<file path="src/rtl/k007232_vol_mixer_if.sv">
// Sample/volume/output bundle between the 007232 core side and the volume mixer.
interface k007232_vol_mixer_if;
    logic        CLKD4;
    logic [6:0]  ASD;
    logic [6:0]  BSD;
    logic        VOL_WR;
    logic [7:0]  DB;
    logic [11:0] SOUT;
    logic        SVALID;
    logic        OVR;

    modport master (output CLKD4, ASD, BSD, VOL_WR, DB, input SOUT, SVALID, OVR);
    modport slave  (input CLKD4, ASD, BSD, VOL_WR, DB, output SOUT, SVALID, OVR);
endinterface

</file>
<file path="src/rtl/k007232_vol_mixer.sv">
// Per-channel volume multiply and two-channel mix for the 007232 PCM outputs.
// Optional DC blocker in the output path: define K007232_MIX_DC_BLOCK_EN.
module k007232_vol_mixer #(
    parameter int unsigned SYNC_STAGES = 2,
    parameter int unsigned OUT_SHIFT   = 0
) (
    input logic                CLK,
    input logic                RES,
    k007232_vol_mixer_if.slave bus
);
    typedef enum logic [1:0] {IDLE, MUL0, MUL1, SUM} state_t;
    state_t state_q, state_d;

    logic [SYNC_STAGES-1:0] clkd4_sync, volwr_sync;
    logic                   clkd4_prev, volwr_prev;
    logic                   clkd4_rise, clkd4_fall, volwr_rise;

    logic [7:0]         db_cap;
    logic [3:0]         vol_a, vol_b, vol_snap;
    logic               pend_a, pend_b, ovr;
    logic [6:0]         hold_a, hold_b;
    logic               chan_b, start_a, start_b;
    logic signed [7:0]  s_q;
    logic signed [10:0] part_q, prod_a, prod_b;
    logic signed [10:0] s_ext, mul_lo, mul_hi, prod_new;
    logic signed [11:0] sum, sum_out;
    logic [11:0]        sout_q;
    logic               svalid_q;

    always_ff @(posedge CLK or posedge RES) begin
        if (RES) begin
            clkd4_sync <= '0;
            volwr_sync <= '0;
            clkd4_prev <= 1'b0;
            volwr_prev <= 1'b0;
        end else begin
            clkd4_sync <= {clkd4_sync[SYNC_STAGES-2:0], bus.CLKD4};
            volwr_sync <= {volwr_sync[SYNC_STAGES-2:0], bus.VOL_WR};
            clkd4_prev <= clkd4_sync[SYNC_STAGES-1];
            volwr_prev <= volwr_sync[SYNC_STAGES-1];
        end
    end

    assign clkd4_rise = clkd4_sync[SYNC_STAGES-1] & ~clkd4_prev;
    assign clkd4_fall = ~clkd4_sync[SYNC_STAGES-1] & clkd4_prev;
    assign volwr_rise = volwr_sync[SYNC_STAGES-1] & ~volwr_prev;

    always_ff @(posedge CLK or posedge RES) begin
        if (RES) begin
            db_cap <= '0;
            vol_a  <= '0;
            vol_b  <= '0;
        end else begin
            if (!volwr_sync[SYNC_STAGES-1]) db_cap <= bus.DB;
            if (volwr_rise) begin
                vol_a <= db_cap[3:0];
                vol_b <= db_cap[7:4];
            end
        end
    end

    always_ff @(posedge CLK or posedge RES) begin
        if (RES) state_q <= IDLE;
        else     state_q <= state_d;
    end

    always_comb begin
        state_d = state_q;
        start_a = 1'b0;
        start_b = 1'b0;
        case (state_q)
            IDLE: begin
                if (pend_a) begin
                    start_a = 1'b1;
                    state_d = MUL0;
                end else if (pend_b) begin
                    start_b = 1'b1;
                    state_d = MUL0;
                end
            end
            MUL0:    state_d = MUL1;
            MUL1:    state_d = SUM;
            SUM:     state_d = IDLE;
            default: state_d = IDLE;
        endcase
    end

    // 4-bit volume multiply split into two 2-bit partial products over MUL0/MUL1.
    assign s_ext    = {{3{s_q[7]}}, s_q};
    assign mul_lo   = s_ext * $signed({9'b0, vol_snap[1:0]});
    assign mul_hi   = s_ext * $signed({9'b0, vol_snap[3:2]});
    assign prod_new = part_q + (mul_hi <<< 2);
    assign sum      = {prod_a[10], prod_a} + {prod_b[10], prod_b};

`ifdef K007232_MIX_DC_BLOCK_EN
    logic signed [15:0] x_prev, y_prev, x_ext, y_new;
    logic signed [11:0] y_sat;

    assign x_ext = {{4{sum[11]}}, sum};
    assign y_new = x_ext - x_prev + y_prev - (y_prev >>> 6);

    always_comb begin
        y_sat = y_new[11:0];
        if (y_new > 16'sd2047)       y_sat = 12'sd2047;
        else if (y_new < -16'sd2048) y_sat = -12'sd2048;
    end

    assign sum_out = y_sat >>> OUT_SHIFT;

    always_ff @(posedge CLK or posedge RES) begin
        if (RES) begin
            x_prev <= '0;
            y_prev <= '0;
        end else if (state_q == SUM) begin
            x_prev <= x_ext;
            y_prev <= y_new;
        end
    end
`else
    assign sum_out = sum >>> OUT_SHIFT;
`endif

    always_ff @(posedge CLK or posedge RES) begin
        if (RES) begin
            pend_a   <= 1'b0;
            pend_b   <= 1'b0;
            ovr      <= 1'b0;
            hold_a   <= '0;
            hold_b   <= '0;
            chan_b   <= 1'b0;
            vol_snap <= '0;
            s_q      <= '0;
            part_q   <= '0;
            prod_a   <= '0;
            prod_b   <= '0;
            sout_q   <= '0;
            svalid_q <= 1'b0;
        end else begin
            // A new event wins over the clear from a job starting in the same cycle.
            if (clkd4_rise) begin
                hold_a <= bus.ASD;
                pend_a <= 1'b1;
                if (pend_a && !start_a) ovr <= 1'b1;
            end else if (start_a) begin
                pend_a <= 1'b0;
            end
            if (clkd4_fall) begin
                hold_b <= bus.BSD;
                pend_b <= 1'b1;
                if (pend_b && !start_b) ovr <= 1'b1;
            end else if (start_b) begin
                pend_b <= 1'b0;
            end

            if (start_a || start_b) begin
                chan_b   <= start_b;
                vol_snap <= start_a ? vol_a : vol_b;
                s_q      <= $signed({1'b0, start_a ? hold_a : hold_b}) - 8'sd64;
            end
            if (state_q == MUL0) part_q <= mul_lo;
            if (state_q == MUL1) begin
                if (chan_b) prod_b <= prod_new;
                else        prod_a <= prod_new;
            end
            if (state_q == SUM) sout_q <= sum_out;
            svalid_q <= (state_q == SUM);
        end
    end

    assign bus.SOUT   = sout_q;
    assign bus.SVALID = svalid_q;
    assign bus.OVR    = ovr;
endmodule

</file>
<file path="src/flat_wrapper.sv">
// flat-port wrapper written by rule: the top's interface ports become plain ports
module k007232_vol_mixer_flat 
#(
    parameter int unsigned SYNC_STAGES = 2,
    parameter int unsigned OUT_SHIFT   = 0
)
  (CLK, RES, bus_CLKD4, bus_ASD, bus_BSD, bus_VOL_WR, bus_DB, bus_SOUT, bus_SVALID, bus_OVR);
  k007232_vol_mixer_if bus_i ();
  input logic CLK;
  input logic RES;
  input wire logic [$bits(bus_i.CLKD4)-1:0] bus_CLKD4;
  input wire logic [$bits(bus_i.ASD)-1:0] bus_ASD;
  input wire logic [$bits(bus_i.BSD)-1:0] bus_BSD;
  input wire logic [$bits(bus_i.VOL_WR)-1:0] bus_VOL_WR;
  input wire logic [$bits(bus_i.DB)-1:0] bus_DB;
  output wire logic [$bits(bus_i.SOUT)-1:0] bus_SOUT;
  output wire logic [$bits(bus_i.SVALID)-1:0] bus_SVALID;
  output wire logic [$bits(bus_i.OVR)-1:0] bus_OVR;
  assign bus_i.CLKD4 = bus_CLKD4;
  assign bus_i.ASD = bus_ASD;
  assign bus_i.BSD = bus_BSD;
  assign bus_i.VOL_WR = bus_VOL_WR;
  assign bus_i.DB = bus_DB;
  assign bus_SOUT = bus_i.SOUT;
  assign bus_SVALID = bus_i.SVALID;
  assign bus_OVR = bus_i.OVR;
  k007232_vol_mixer #(.SYNC_STAGES(SYNC_STAGES), .OUT_SHIFT(OUT_SHIFT)) u_core (.CLK(CLK), .RES(RES), .bus(bus_i));
endmodule
</file>
<file path="config.mk">
export PLATFORM = sky130hd
export DESIGN_NAME = k007232_vol_mixer_flat
export DESIGN_NICKNAME = d
export VERILOG_FILES = /design/src/rtl/k007232_vol_mixer_if.sv /design/src/rtl/k007232_vol_mixer.sv /design/src/flat_wrapper.sv
export SDC_FILE = /design/constraint.sdc
export NUM_CORES = 1
export LEC_CHECK = 0
export ABC_AREA = 1
export CELL_PAD_IN_SITES_DETAIL_PLACEMENT = 1
export CELL_PAD_IN_SITES_GLOBAL_PLACEMENT = 2
export CORE_MARGIN = 2
export CORE_UTILIZATION = 32
export CTS_CLUSTER_SIZE = 10
export DETAILED_ROUTE_END_ITERATION = 10
export GPL_TIMING_DRIVEN = 0
export MAX_ROUTING_LAYER = met4
export PLACE_DENSITY = 0.8
export SYNTH_ARGS = -nofsm -noshare
export SYNTH_HDL_FRONTEND = slang
export SYNTH_SLANG_ARGS = --single-unit
</file>
<file path="constraint.sdc">
create_clock -name CLK -period 3 [get_ports CLK]
set_input_delay 0.45 -clock CLK [delete_from_list [all_inputs] [get_ports CLK]]
set_output_delay 0.45 -clock CLK [all_outputs]
set_load 0.01 [all_outputs]
</file>
## Yosys cells after proc, flatten, opt, wreduce, memory -nomap -nowiden

Index checks and enable logic that the tools add are counted.

| storage, ports and cells | value |
|---|---|
| input port bits | 26 |
| logic and storage cells | 65 |
| output and inout port bits | 14 |
| register bits after elaboration | 100 |

| cells by class | value |
|---|---|
| $add $sub $neg | 3 |
| bitwise logic cells | 7 |
| equal/unequal tests | 4 |
| muxes and demuxes | 18 |
| reductions and logical operators | 10 |
| multiply operators | 2 |

Operator list:

| cell | count |
|---|---|
| 1-bit 2-to-1 mux | 13 |
| 11-bit by 11-bit adder with 12-bit output | 1 |
| 11-bit adder | 1 |
| 8-bit by 3-bit multiplier with 11-bit output | 1 |
| 8-bit by 3-bit multiplier with 9-bit output | 1 |
| 2-bit one-hot mux with 4 select lines | 1 |
| 7-bit by 7-bit subtractor with 8-bit output, second input constant | 1 |
| 7-bit 2-to-1 mux | 1 |
| 2-bit == test, second input constant | 2 |
| 2-bit 2-to-1 mux | 2 |
| 4-bit 2-to-1 mux | 1 |
| 1-bit inverter | 4 |
| 2-bit AND reduction | 2 |
| 2-bit nonzero test | 2 |
| 1-bit AND | 3 |
| 3-bit by 1-bit != test with 1-bit output, second input constant | 1 |
| 2-bit by 1-bit == test with 1-bit output, second input constant | 1 |
| 1-bit logical AND | 2 |
| 1-bit logical NOT | 2 |
| 2-bit logical NOT | 1 |
| 1-bit logical OR | 1 |

## Depth between registers and ports, before layout

| depth | value |
|---|---|
| depth after elaboration | 8 |
| gate-level depth with buffers | 19 |
| gate-level depth less buffers | 18 |

## Worst setup path after synthesis

No wires, ideal clock.

| timing path | value |
|---|---|
| kind | reg-to-reg |
| start | register u_core.vol_snap[2] |
| end | register u_core.prod_b[9] |
| buffers on the path | 1 |
| required time | 2882 ps |
| cell stages (with the launch flop) | 17 |
| data arrival time | 2601 ps |
| clock period less this slack | 2719 ps |
| library setup time | 118 ps |
| path slack | 281 ps |
| cell sequence | dfrtp_1 > clkbuf_1 > nand2_1 > inv_1 > ha_1 > ha_1 > a21o_1 > a31oi_1 > xor2_1 > inv_1 > ha_1 > nand2_1 > inv_1 > a21oi_1 > nand3b_1 > nand3_1 > nand2_1 |

| between the ends | value |
|---|---|
| longest elaborated chain between the ends | 2 |

RTL lines:

| what | line | RTL |
|---|---|---|
| from (decl) | k007232_vol_mixer.sv:19 | `logic [3:0] vol_a, vol_b, vol_snap;` |
| from (signal assigned) | k007232_vol_mixer.sv:157 | `vol_snap <= start_a ? vol_a : vol_b;` |
| 8-bit by 3-bit multiplier with 9-bit output | k007232_vol_mixer.sv:91 | `assign mul_hi = s_ext * $signed({9'b0, vol_snap[3:2]});` |
| 11-bit adder | k007232_vol_mixer.sv:92 | `assign prod_new = part_q + (mul_hi <<< 2);` |
| to (signal assigned) | k007232_vol_mixer.sv:162 | `if (chan_b) prod_b <= prod_new;` |
| to (decl) | k007232_vol_mixer.sv:24 | `logic signed [10:0] part_q, prod_a, prod_b;` |

Every way passes these cells.
A chain may end at the register's enable or synchronous reset.

## Final worst setup path

| timing path | value |
|---|---|
| start | register u_core.vol_snap[2] |
| end | register u_core.prod_b[10] |

The elaborated chain is that of the path after synthesis.

==> reports/results.ini <==
[sta]
slew_viol_final=0
min_period_over_period=0.940
finalCriticalPeriod_ps=2820
setup_viol=0
finalHoldViolations=0
finalSetupTns_ps=0
max_slew_margin=0.568
tightest_slew_ps=647
max_freq_mhz=355
finalClockSkew_ps=10.4

[pwr]
vdd_drop_max_uv=384
power.density_nw_per_um2=1160
p_leak_nw=3.62

[synth]
postSynthAreaPerCell_um2=8.18
yosys-top-cells-area=dfrtp_1 (43%), nand2_1 (14%), ha_1 (11%)
synth.cell_area_um2=5750
synth_top_cell_area_share=0.431
synth_largest_area_cell=dfrtp_1
synth_warnings=0
synth_fp_nets=783
syn_inst=703
ys_types=33
yosys_register_bits=99
yosysSeqAreaShare=0.431

[cts]
clockRootBuffer=clkbuf_16
cts_max_level=3
numCtsBuffers=9
cts_tree=built
clk_pin_slew_ps=80
ctsHoldBuffers=0
clkLatencyLatePin_ps=360
cts.sinks=99
clockBufferDepth=2

[global_routing]
grt.total_usage=0.150
grt_pass1_vias=4890
overflow=0
antenna_found_initial=0
grt_start_max_net_pins=40
grt_pass1_wl_mm=23.2

[worst_setup_path]
arrival_ps=3060
cp-start-kind=register
critPathKind=register to register
required_ps=3240
end_kind=register
worstPathMaxFanout=7

[route]
via_per_inst=4.63
routed_wirelength_mm=13.3
top_layer=met4
wl_met3_um=289
wl_met2_mm=6.79
wl_met1_mm=6.09
dr_total_vias=4583
post_drt_wl_per_cell_um=13.5
first_pass_iters=4
drtAntennaViolNets=0
drt_iter0_drc=178
route.detailed.drc=0

[floorplanning]
die_x_um=138
rows=49
die_y_um=138
num_io_pins=40
initial_core_util=0.323
dieArea_um2=19100
core_area_um2=17800

[run]
maxCapViolCount=0

[layout]
regArea_um2=2480
nFillCells=2134
layout_common_cells=nand2_1 (212), inv_1 (102), dfrtp_1 (94)
areaGrowthSynthToFinish_pct=19.9
layout-drive-gt1-share=0.0947
design_area_um2=6890
multi_input_area_um2=2880
layout.nets=835
final_common_cell=nand2_1
diodes=0

[place]
gp_congestion=0.825
port_buffers=39
dp_hpwl_mm=10.6
dpl_cell_area_um2=6470

[min_path]
hp-class=register to register

[status]
status=complete, no violations

stage by stage:
| stage | utilization | power, W | hold slack, ps | setup WS [ps] | cells |
|---|---|---|---|---|---|
| 6_report | 0.387 | 0.00802 | 362 | 180 | 989 |
| 4_1_cts | 0.379 | 0.00779 | 360 | 0.870 | 987 |
| 3_3_place_gp | 0.362 | 0.00643 | 332 | -37.3 | 971 |
| 3_5_place_dp | 0.364 | 0.00659 | 337 | -80.8 | 973 |
| 5_1_grt | 0.387 | 0.00891 | 381 | -29.7 | 989 |
| 2_1_floorplan | - | 0.00535 | 331 | 281 | 703 |
final timing paths:
| kind | startpoint | to | slack (ps) | cells past startpoint |
|---|---|---|---|---|
| worst min register to register | u_core.volwr_sync[0]$_DFF_PP0_ | u_core.volwr_sync[1]$_DFF_PP0_ | 360 | 0 |
| min in group asynchronous | RES | u_core.vol_b[1]$_DFFE_PP0P_ | 520 | 2 |
| worst min-delay path | u_core.volwr_sync[0]$_DFF_PP0_ | u_core.volwr_sync[1]$_DFF_PP0_ | 360 | 0 |
| max in group asynchronous | RES | u_core.bus.SOUT[9]$_DFFE_PP0P_ | 1610 | 4 |
| worst max-delay path | u_core.vol_snap[2]$_DFFE_PP0P_ | u_core.prod_b[10]$_DFFE_PP0P_ | 180 | 18 |
| worst max register to register | u_core.vol_snap[2]$_DFFE_PP0P_ | u_core.prod_b[10]$_DFFE_PP0P_ | 180 | 18 |
report_power, final:
| group | leakage [nW] | total [W] | internal, W | switching (W) |
|---|---|---|---|---|
| Clock | 0.133 | 0.00114 | 0.000580 | 0.000560 |
| Sequential | 1.18 | 0.00214 | 0.00181 | 0.000332 |
| Combinational | 2.31 | 0.00474 | 0.00196 | 0.00278 |
cell type report:
cell class	instances	share of cell area
multi-input cells	482	0.418
flip-flops and latches	99	0.361
repair buffers	43	0.0647
inverters	104	0.0579
well taps	229	0.0416
clock buffers	10	0.0332
plain buffers	16	0.0160
clock inverters	6	0.00799
layer usage:
| metal | GRT usage | vias up |
|---|---|---|
| met5 | - | - |
| met2 | 0.269 | 37 |
| met1 | 0.175 | 2194 |
| li1 | - | 2340 |
| met4 | 0.0371 | 0 |
| met3 | 0.0260 | 12 |
state kept, by name (all words and copies together), names as in the netlist, 2 cells and up:
name               cells
u_core.vol_a           4
u_core.prod_b         11
u_core.db_cap          8
u_core.hold_a          7
u_core.prod_a         11
u_core.vol_snap        4
u_core.s_q             7
u_core.hold_b          7
u_core.bus.SOUT       12
u_core.state_q         2
u_core.part_q         11
u_core.volwr_sync      2
u_core.vol_b           4
u_core.clkd4_sync      2
critical path: stages, from the launching register on:
cell     delay, ps
dfrtp_2        460
nand2_1        100
inv_1           50
ha_1           330
ha_4           310
nand2_1         60
inv_1           80
nand4_1         90
nand3_1        130
xor2_2         220
ha_4           260
nand2_2         80
inv_1           50
a21oi_2        120
nand2_1         90
inv_1           60
nand2_1         70
nand3_1         80
nand2_1         60
logic make-up after synthesis:
| group | synth area share |
|---|---|
| AND/OR/NAND/NOR | 0.232 |
| XOR/XNOR | 0.0152 |
| adder cells (fa/ha/maj) | 0.123 |
| multiplexers | 0.0196 |
| buffers and inverters | 0.0892 |
| AO/OA/AOI/OAI | 0.0903 |
| flip-flops | 0.431 |
Yosys cell counts (all sizes together):
library cell	count
o21ai	34
xnor2	4
nand3b	3
clkbuf	7
mux2	10
nor2	41
dfrtp	99
o21a	5
o21bai	2
nand3	44
buf	11
a31oi	4
nand4	11
a21o	2
a21oi	33
inv	103
xor2	6
clkinv	1
nand2	215
o211ai	6
or2	2
fa	4
nor3	4
ha	50
o22ai	2
timing repair:
action | in CTS | in global routing
pin swaps | 0 | 4
endpoints found under the setup margin | 6 | 6
resized for setup | 1 | 20
setup buffers | 0 | 2
Note: power is estimated with default switching activity, not from simulation.
